[src/rtl/sub64_seq.sv]
// Multi-cycle subtractor: computes a - b - b_in one CHUNK-bit slice per clock,
// LSB slice first, with a registered borrow chain and start/busy/done handshake.
module sub64_seq #(
    parameter int WIDTH = 64,
    parameter int CHUNK = 16
) (
    input  logic             clk,
    input  logic             rst,
    input  logic             start,
    input  logic [WIDTH-1:0] a,
    input  logic [WIDTH-1:0] b,
    input  logic             b_in,
    output logic             busy,
    output logic             done,
    output logic [WIDTH-1:0] diff,
    output logic             b_out,
    output logic             ovf,
    output logic             zero
);

    localparam int SLICES = WIDTH / CHUNK;
    localparam int CNT_W  = (SLICES > 1) ? $clog2(SLICES) : 1;
    localparam logic [CNT_W-1:0] LAST_SLICE = CNT_W'(SLICES - 1);
    localparam logic [WIDTH-1:0] SLICE_MASK = WIDTH'({CHUNK{1'b1}});

    localparam logic [0:0] S_IDLE = 1'b0;
    localparam logic [0:0] S_RUN  = 1'b1;

    logic [0:0]       state;
    logic [WIDTH-1:0] a_q;
    logic [WIDTH-1:0] b_q;
    logic             carry;
    logic [CNT_W-1:0] cnt;

    logic [31:0]      shamt;
    logic [WIDTH-1:0] a_shift;
    logic [WIDTH-1:0] b_shift;
    logic [CHUNK-1:0] a_s;
    logic [CHUNK-1:0] b_s;
    logic [CHUNK-1:0] d_s;
    logic             c_s;
    logic [WIDTH-1:0] diff_nxt;
    logic             ovf_nxt;

    assign busy = (state == S_RUN);

    // NOTE: every signal assigned in always_comb gets a default first, so no
    // path can leave it unassigned and infer a latch.
    always_comb begin
        shamt    = 32'(cnt) * 32'(CHUNK);
        a_shift  = a_q >> shamt;
        b_shift  = b_q >> shamt;
        a_s      = a_shift[CHUNK-1:0];
        b_s      = b_shift[CHUNK-1:0];
        {c_s, d_s} = {1'b0, a_s} + {1'b0, ~b_s} + {{CHUNK{1'b0}}, carry};
        diff_nxt = (diff & ~(SLICE_MASK << shamt)) | (WIDTH'(d_s) << shamt);
        // Carry-in XOR carry-out of the MSB, expressed through the operand and result signs.
        ovf_nxt  = (a_s[CHUNK-1] != b_s[CHUNK-1]) && (d_s[CHUNK-1] != a_s[CHUNK-1]);
    end

    // NOTE: sequential state uses non-blocking assignments only, so every
    // register samples pre-edge values regardless of statement order.
    always_ff @(posedge clk) begin
        if (rst) begin
            state <= S_IDLE;
            done  <= 1'b0;
            diff  <= '0;
            b_out <= 1'b0;
            ovf   <= 1'b0;
            zero  <= 1'b0;
            cnt   <= '0;
            carry <= 1'b0;
        end else begin
            done <= 1'b0;
            case (state)
                S_IDLE: begin
                    if (start) begin
                        state <= S_RUN;
                        carry <= ~b_in;
                        cnt   <= '0;
                        diff  <= '0;
                        b_out <= 1'b0;
                        ovf   <= 1'b0;
                        zero  <= 1'b0;
                    end
                end
                S_RUN: begin
                    diff  <= diff_nxt;
                    carry <= c_s;
                    cnt   <= cnt + 1'b1;
                    if (cnt == LAST_SLICE) begin
                        state <= S_IDLE;
                        done  <= 1'b1;
                        b_out <= ~c_s;
                        ovf   <= ovf_nxt;
                        zero  <= (diff_nxt == '0);
                    end
                end
                default: state <= S_IDLE;
            endcase
        end
    end

    // NOTE: operand copies are pure datapath loaded on every accepted start,
    // so they carry no reset.
    always_ff @(posedge clk) begin
        if (!busy && start) begin
            a_q <= a;
            b_q <= b;
        end
    end

endmodule

[config.mk]
export PLATFORM = sky130hd
export DESIGN_NAME = sub64_seq
export DESIGN_NICKNAME = d
export VERILOG_FILES = /design/src/rtl/sub64_seq.sv
export SDC_FILE = /design/constraint.sdc
export NUM_CORES = 1
export LEC_CHECK = 0
export BUFFER_PORTS_ARGS = -buffer_cell sky130_fd_sc_hd__buf_2
export CAP_MARGIN = 10
export CORE_ASPECT_RATIO = 0.6
export CORE_MARGIN = 8
export CORE_UTILIZATION = 30
export DETAILED_ROUTE_END_ITERATION = 10
export GPL_TIMING_DRIVEN = 0
export HOLD_SLACK_MARGIN = 0.08
export SYNTH_ARGS = -nofsm -noshare
export SYNTH_HDL_FRONTEND = slang
export SYNTH_SLANG_ARGS = --single-unit
export TNS_END_PERCENT = 30
[constraint.sdc]
create_clock -name clk -period 5.2 [get_ports clk]
set_input_delay 0 -clock clk [delete_from_list [all_inputs] [get_ports clk]]
set_output_delay 0 -clock clk [all_outputs]
set_load 0.01 [all_outputs]
==> flow_summary.html <==
<table>
<tr><th>Metric</th><th>Value</th></tr>
<tr><th colspan="2">CTS</th></tr>
<tr><td>Buffer type at the clock tree root</td><td>clkbuf_16</td></tr>
<tr><td>TritonCTS clock tree</td><td>built</td></tr>
<tr><td>H-tree depth</td><td>4</td></tr>
<tr><td>Post-CTS Setup Inserts</td><td>0</td></tr>
<tr><td>Clock net sink count</td><td>200</td></tr>
<tr><td>Clock Path Buffers</td><td>2</td></tr>
<tr><td>Clock slew at reported path FFs</td><td>0.07 ns</td></tr>
<tr><td>Insertion delay of the later-clocked pin in the worst-skew pair</td><td>about 0.46 ns</td></tr>
<tr><td>Number of clock buffers inserted by TritonCTS</td><td>17</td></tr>
<tr><th colspan="2">Synthesis</th></tr>
<tr><td>Parity-gate share of the synthesized area counting xor and xnor cells</td><td>under 10%</td></tr>
<tr><td>Number of flops mapped to enable cells by yosys</td><td>around 130</td></tr>
<tr><td>Top cell type by total area after synthesis</td><td>edfxtp_1</td></tr>
<tr><td>Main combinational cell family by area after synthesis</td><td>compound AO/OA/AOI/OAI gates</td></tr>
<tr><td>Multiplexer area fraction after synthesis</td><td>between 8 and 9%</td></tr>
<tr><td>Avg Cell Area, Syn</td><td>13.58 µm²</td></tr>
<tr><td>Post-Synth Simple-Gate Area</td><td>around 8.3%</td></tr>
<tr><td>Flops &amp; latches, synth</td><td>200</td></tr>
<tr><td>Synth top area share</td><td>46.55%</td></tr>
<tr><td>Cells taking the most area after synthesis</td><td>edfxtp_1 (47%), dfxtp_1 (17%), mux4_2 (8.7%), a22oi_1 (5.1%), nor2_1 (3.7%)</td></tr>
<tr><td>Total standard cell area after synthesis</td><td>roughly 8300 µm²</td></tr>
<tr><td>Net count after synthesis</td><td>761</td></tr>
<tr><td>Area fraction in compound gates after synthesis</td><td>between 10 and 15%</td></tr>
<tr><td>Async set or reset register ratio after synthesis</td><td>0%</td></tr>
<tr><td>Number of different library cells in the post-synthesis netlist</td><td>55</td></tr>
<tr><td>Synthesized netlist cell count</td><td>just over 600</td></tr>
<tr><td>Synthesis Warnings</td><td>0</td></tr>
<tr><td>Share of the yosys chip area belonging to registers</td><td>~64%</td></tr>
<tr><td>Adder and majority gate portion of the synthesized area</td><td>under 10%</td></tr>
<tr><td>Primary FF master, synth</td><td>edfxtp_1</td></tr>
<tr><th colspan="2">Pwr</th></tr>
<tr><td>Sw power</td><td>~1.1 mW</td></tr>
<tr><td>Peak supply drop</td><td>roughly 0.21 mV</td></tr>
<tr><td>Fraction of power consumed by the clock network</td><td>roughly 33%</td></tr>
<tr><td>Cell internal power dissipation</td><td>2.739 mW</td></tr>
<tr><td>Leakage Power</td><td>roughly 4.6 nW</td></tr>
<tr><td>Sequential share of power</td><td>a little under half</td></tr>
<tr><td>P per Cell Area</td><td>~330 nW/µm²</td></tr>
<tr><td>Net switching fraction of the power</td><td>approximately 29%</td></tr>
<tr><td>Share of power burned in combinational logic</td><td>between 15 and 20%</td></tr>
<tr><th colspan="2">Place</th></tr>
<tr><td>Count of input and output buffers</td><td>just under 200</td></tr>
<tr><td>Global placer's final weighted congestion</td><td>~0.82</td></tr>
<tr><td>Detailed Place HPWL</td><td>between 15,000 and 20,000 µm</td></tr>
<tr><th colspan="2">Timing</th></tr>
<tr><td>Maximum clock frequency</td><td>between 0.2 and 0.25 GHz</td></tr>
<tr><td>Worst-margin pin slew</td><td>around 0.98 ns</td></tr>
<tr><td>Post-route fraction of the period consumed by the critical path</td><td>93.42%</td></tr>
<tr><td>Unrepaired setup endpoints after global routing</td><td>no</td></tr>
<tr><td>Worst hold slack</td><td>between 0.2 and 0.25 ns</td></tr>
<tr><td>Fin. Hold Viols</td><td>0</td></tr>
<tr><td>Total count of max-transition violations in the final report</td><td>0</td></tr>
<tr><td>Number of setup violations in the final report</td><td>0</td></tr>
<tr><td>Setup clock skew after layout</td><td>roughly 0.014 ns</td></tr>
<tr><td>Min Tclk post-route</td><td>between 4 and 5 ns</td></tr>
<tr><td>Slew margin rel.</td><td>between 30 and 40%</td></tr>
<tr><th colspan="2">Die</th></tr>
<tr><td>Row cnt</td><td>47</td></tr>
<tr><td>Area of the die</td><td>about 33,000 µm²</td></tr>
<tr><td>Core ar.</td><td>roughly 27,000 µm²</td></tr>
<tr><td>Chip height</td><td>144.5 µm</td></tr>
<tr><td>Number of top-level pins</td><td>~200</td></tr>
<tr><td>Starting utilization of the core area</td><td>between 30% and 40%</td></tr>
<tr><td>Width of the die</td><td>between 200 and 250 µm</td></tr>
<tr><th colspan="2">Global route</th></tr>
<tr><td>Number of global-route vias before repair</td><td>approximately 6,500</td></tr>
<tr><td>All-Layer GR Usage</td><td>16.07%</td></tr>
<tr><td>GRT overflow</td><td>0</td></tr>
<tr><td>Wire length of the first global-routing pass</td><td>between 40,000 and 50,000 µm</td></tr>
<tr><td>Number of antenna violations at the first check in global routing</td><td>2</td></tr>
<tr><td>Largest net degree at the start of global routing</td><td>110</td></tr>
<tr><th colspan="2">Critical path</th></tr>
<tr><td>Endpoint arrival time on the critical path</td><td>approximately 5.2 ns</td></tr>
<tr><td>Required time of the worst setup path</td><td>~5.6 ns</td></tr>
<tr><td>Maximum fanout count along the critical path</td><td>10</td></tr>
<tr><td>Type of element launching the critical path</td><td>flop</td></tr>
<tr><td>Start-to-end type of the worst setup path</td><td>reg2reg</td></tr>
<tr><td>Setup crit end kind</td><td>flop</td></tr>
<tr><th colspan="2">Layout</th></tr>
<tr><td>Final net count</td><td>approximately 1,100</td></tr>
<tr><td>Layout filler cell count</td><td>between 2,000 and 3,000</td></tr>
<tr><td>Layout cells sized above 1</td><td>between 20% and 30%</td></tr>
<tr><td>Core utilization of the finished layout</td><td>a little over two fifths</td></tr>
<tr><td>Total inserted antenna cells</td><td>0</td></tr>
<tr><td>Area growth from synthesis to layout</td><td>41.09%</td></tr>
<tr><th colspan="2">Detailed routing</th></tr>
<tr><td>Remaining number of nets flagged by the antenna check after routing</td><td>0</td></tr>
<tr><td>Number of design-rule violations left by the first detailed-router iteration</td><td>557</td></tr>
<tr><td>DRC violations left</td><td>0</td></tr>
<tr><td>Vias per Instance</td><td>about 4.8</td></tr>
<tr><td>Count of TritonRoute iterations in the first routing pass</td><td>5</td></tr>
<tr><td>Vias after detailed routing</td><td>between 6,000 and 7,000</td></tr>
<tr><td>Avg WL per Cell</td><td>19.80 µm</td></tr>
<tr><td>Aggregate routed wire length</td><td>roughly 26,000 µm</td></tr>
<tr><th colspan="2">Flow run</th></tr>
<tr><td>Count of max-cap constraint violations</td><td>0</td></tr>
<tr><th colspan="2">Hold path</th></tr>
<tr><td>Worst Hold Class</td><td>in2reg</td></tr>
<tr><th colspan="2">Outcome</th></tr>
<tr><td>Outcome</td><td>finished, final reports clean</td></tr>
</table>
[power groups by stage]
stage / registers (mW) / clock network [mW] / logic (mW)
after detailed placement: 1.85 / 0 / 0.684
after CTS: 1.82 / 1.33 / 0.765
after floorplan: 1.85 / 0 / 0.402
after global placement: 1.86 / 0 / 0.673
after global routing: 1.82 / 1.38 / 0.840
final: 1.82 / 1.29 / 0.766
[sequential cells by signal (all words and copies together), names as in the netlist]
register and count:
a_q 64, b_out 1, b_q 64, busy 1, carry 1, cnt 2
diff 64, done 1, ovf 1, zero 1
[final timing paths]
kind / cells after the start / endpoint / start / slack (ns)
worst max-delay path: 14 / zero / cnt[1] / 0.34
worst min-delay path: 5 / cnt[1] / start / 0.21
worst max register to register: 14 / zero / cnt[1] / 0.34
worst min register to register: 2 / b_out / b_out / 0.46
[cell usage in the layout (no fill, tap or decap), types with 3 or more instances in the layout]
cell,Yosys,layout
clkbuf_1,27,24
and3b_1,3,3
buf_2,0,200
inv_8,0,3
nor3b_1,4,4
o2111ai_1,4,4
inv_6,0,4
or3_1,3,3
nor2_1,81,81
nor3_1,12,12
a211oi_1,3,3
o21ai_0,5,5
a22oi_1,56,56
xor2_1,6,6
nand2_1,15,15
clkbuf_16,0,17
nor2b_1,7,7
dlygate4sd3_1,0,130
ha_1,19,19
o21ai_1,4,4
and3_1,3,3
o21bai_1,3,3
mux4_2,32,32
inv_1,28,28
xnor2_1,6,6
a21oi_1,30,30
a21o_1,6,6
nor4_1,9,8
dfxtp_1,72,72
edfxtp_1,128,128
[worst max-delay path, stage by stage (launching register included)]
cell and delay (ns):
dfxtp_1 0.49, buf_2 0.35, clkbuf_4 0.34, mux4_2 0.37
fa_1 0.46, inv_1 0.10, fa_1 0.51, nand3b_1 0.18
o2111ai_1 0.17, or4_1 0.44, or3_1 0.33, nor4_2 0.31
o2111ai_1 0.16, or4_1 0.43, o21ai_1 0.13
[cells in the mapped netlist (2+ instances only)]
cell         n
or4_1        2
xor2_1       6
and2_1       2
nor4_1       9
nand2_1     15
o32ai_1      2
nor3_1      12
o211ai_1     2
mux4_2      32
o21ai_0      5
a211oi_1     3
a31oi_1      2
and3b_1      3
o21bai_1     3
a221oi_1     2
dfxtp_1     72
nor2_1      81
ha_1        19
inv_1       28
a21oi_1     30
a21boi_1     2
o2111ai_1    4
or3_1        3
fa_1         2
edfxtp_1   128
buf_1        4
a21o_1       6
a22oi_1     56
o21ai_1      4
xnor2_1      6
a32oi_1      2
nor3b_1      4
nor2b_1      7
and3_1       3
clkbuf_1    27
[cell type report]
cell class              instances  area (µm²)  area share, %
plain buffers                  32       162.7          1.396
multi-input cells             347        2743          23.54
clock buffers                  18       439.2          3.769
repair buffers                330        2325          19.95
clock inverters                14       128.9          1.106
well taps                     367       459.2          3.941
flip-flops and latches        200        5285          45.36
inverters                      29       108.9         0.9343
[repair_timing]
action                                  4_1_cts  5_1_grt
resized for setup                            10        9
hold buffers                                130        0
endpoints found under the setup margin       24        7
endpoints found under the hold margin       167        0
[metrics by stage]
stage	instance area (µm²)	TNS [ns]	worst slack (ns)	total power, mW	std cells
global route	11650	0	0.01831	4.047	1337
detailed placement	9751	-7.516	-0.8876	2.535	1175
CTS	11630	0	0.01751	3.912	1337
floorplan	8259	0	0.4431	2.257	608
finish	11650	0	0.3424	3.871	1337
global placement	9714	-8.291	-0.9216	2.530	1174
[logic make-up after synthesis]
family,after synthesis
muxes,33
and+or+nand+nor,147
buffers and inverters,61
AOI/OAI and AO/OA,134
xor gates and xnor gates,12
adders and majority gates,21
DFF,200
[metal layers]
layer  share of wire (%)  global-route usage (%)
met3                 7.3                   5.270
met5                   0                       0
met1                  46                   21.83
met2                  46                   24.64
met4                0.79                   3.787
Power figures use the tool's default switching activity.
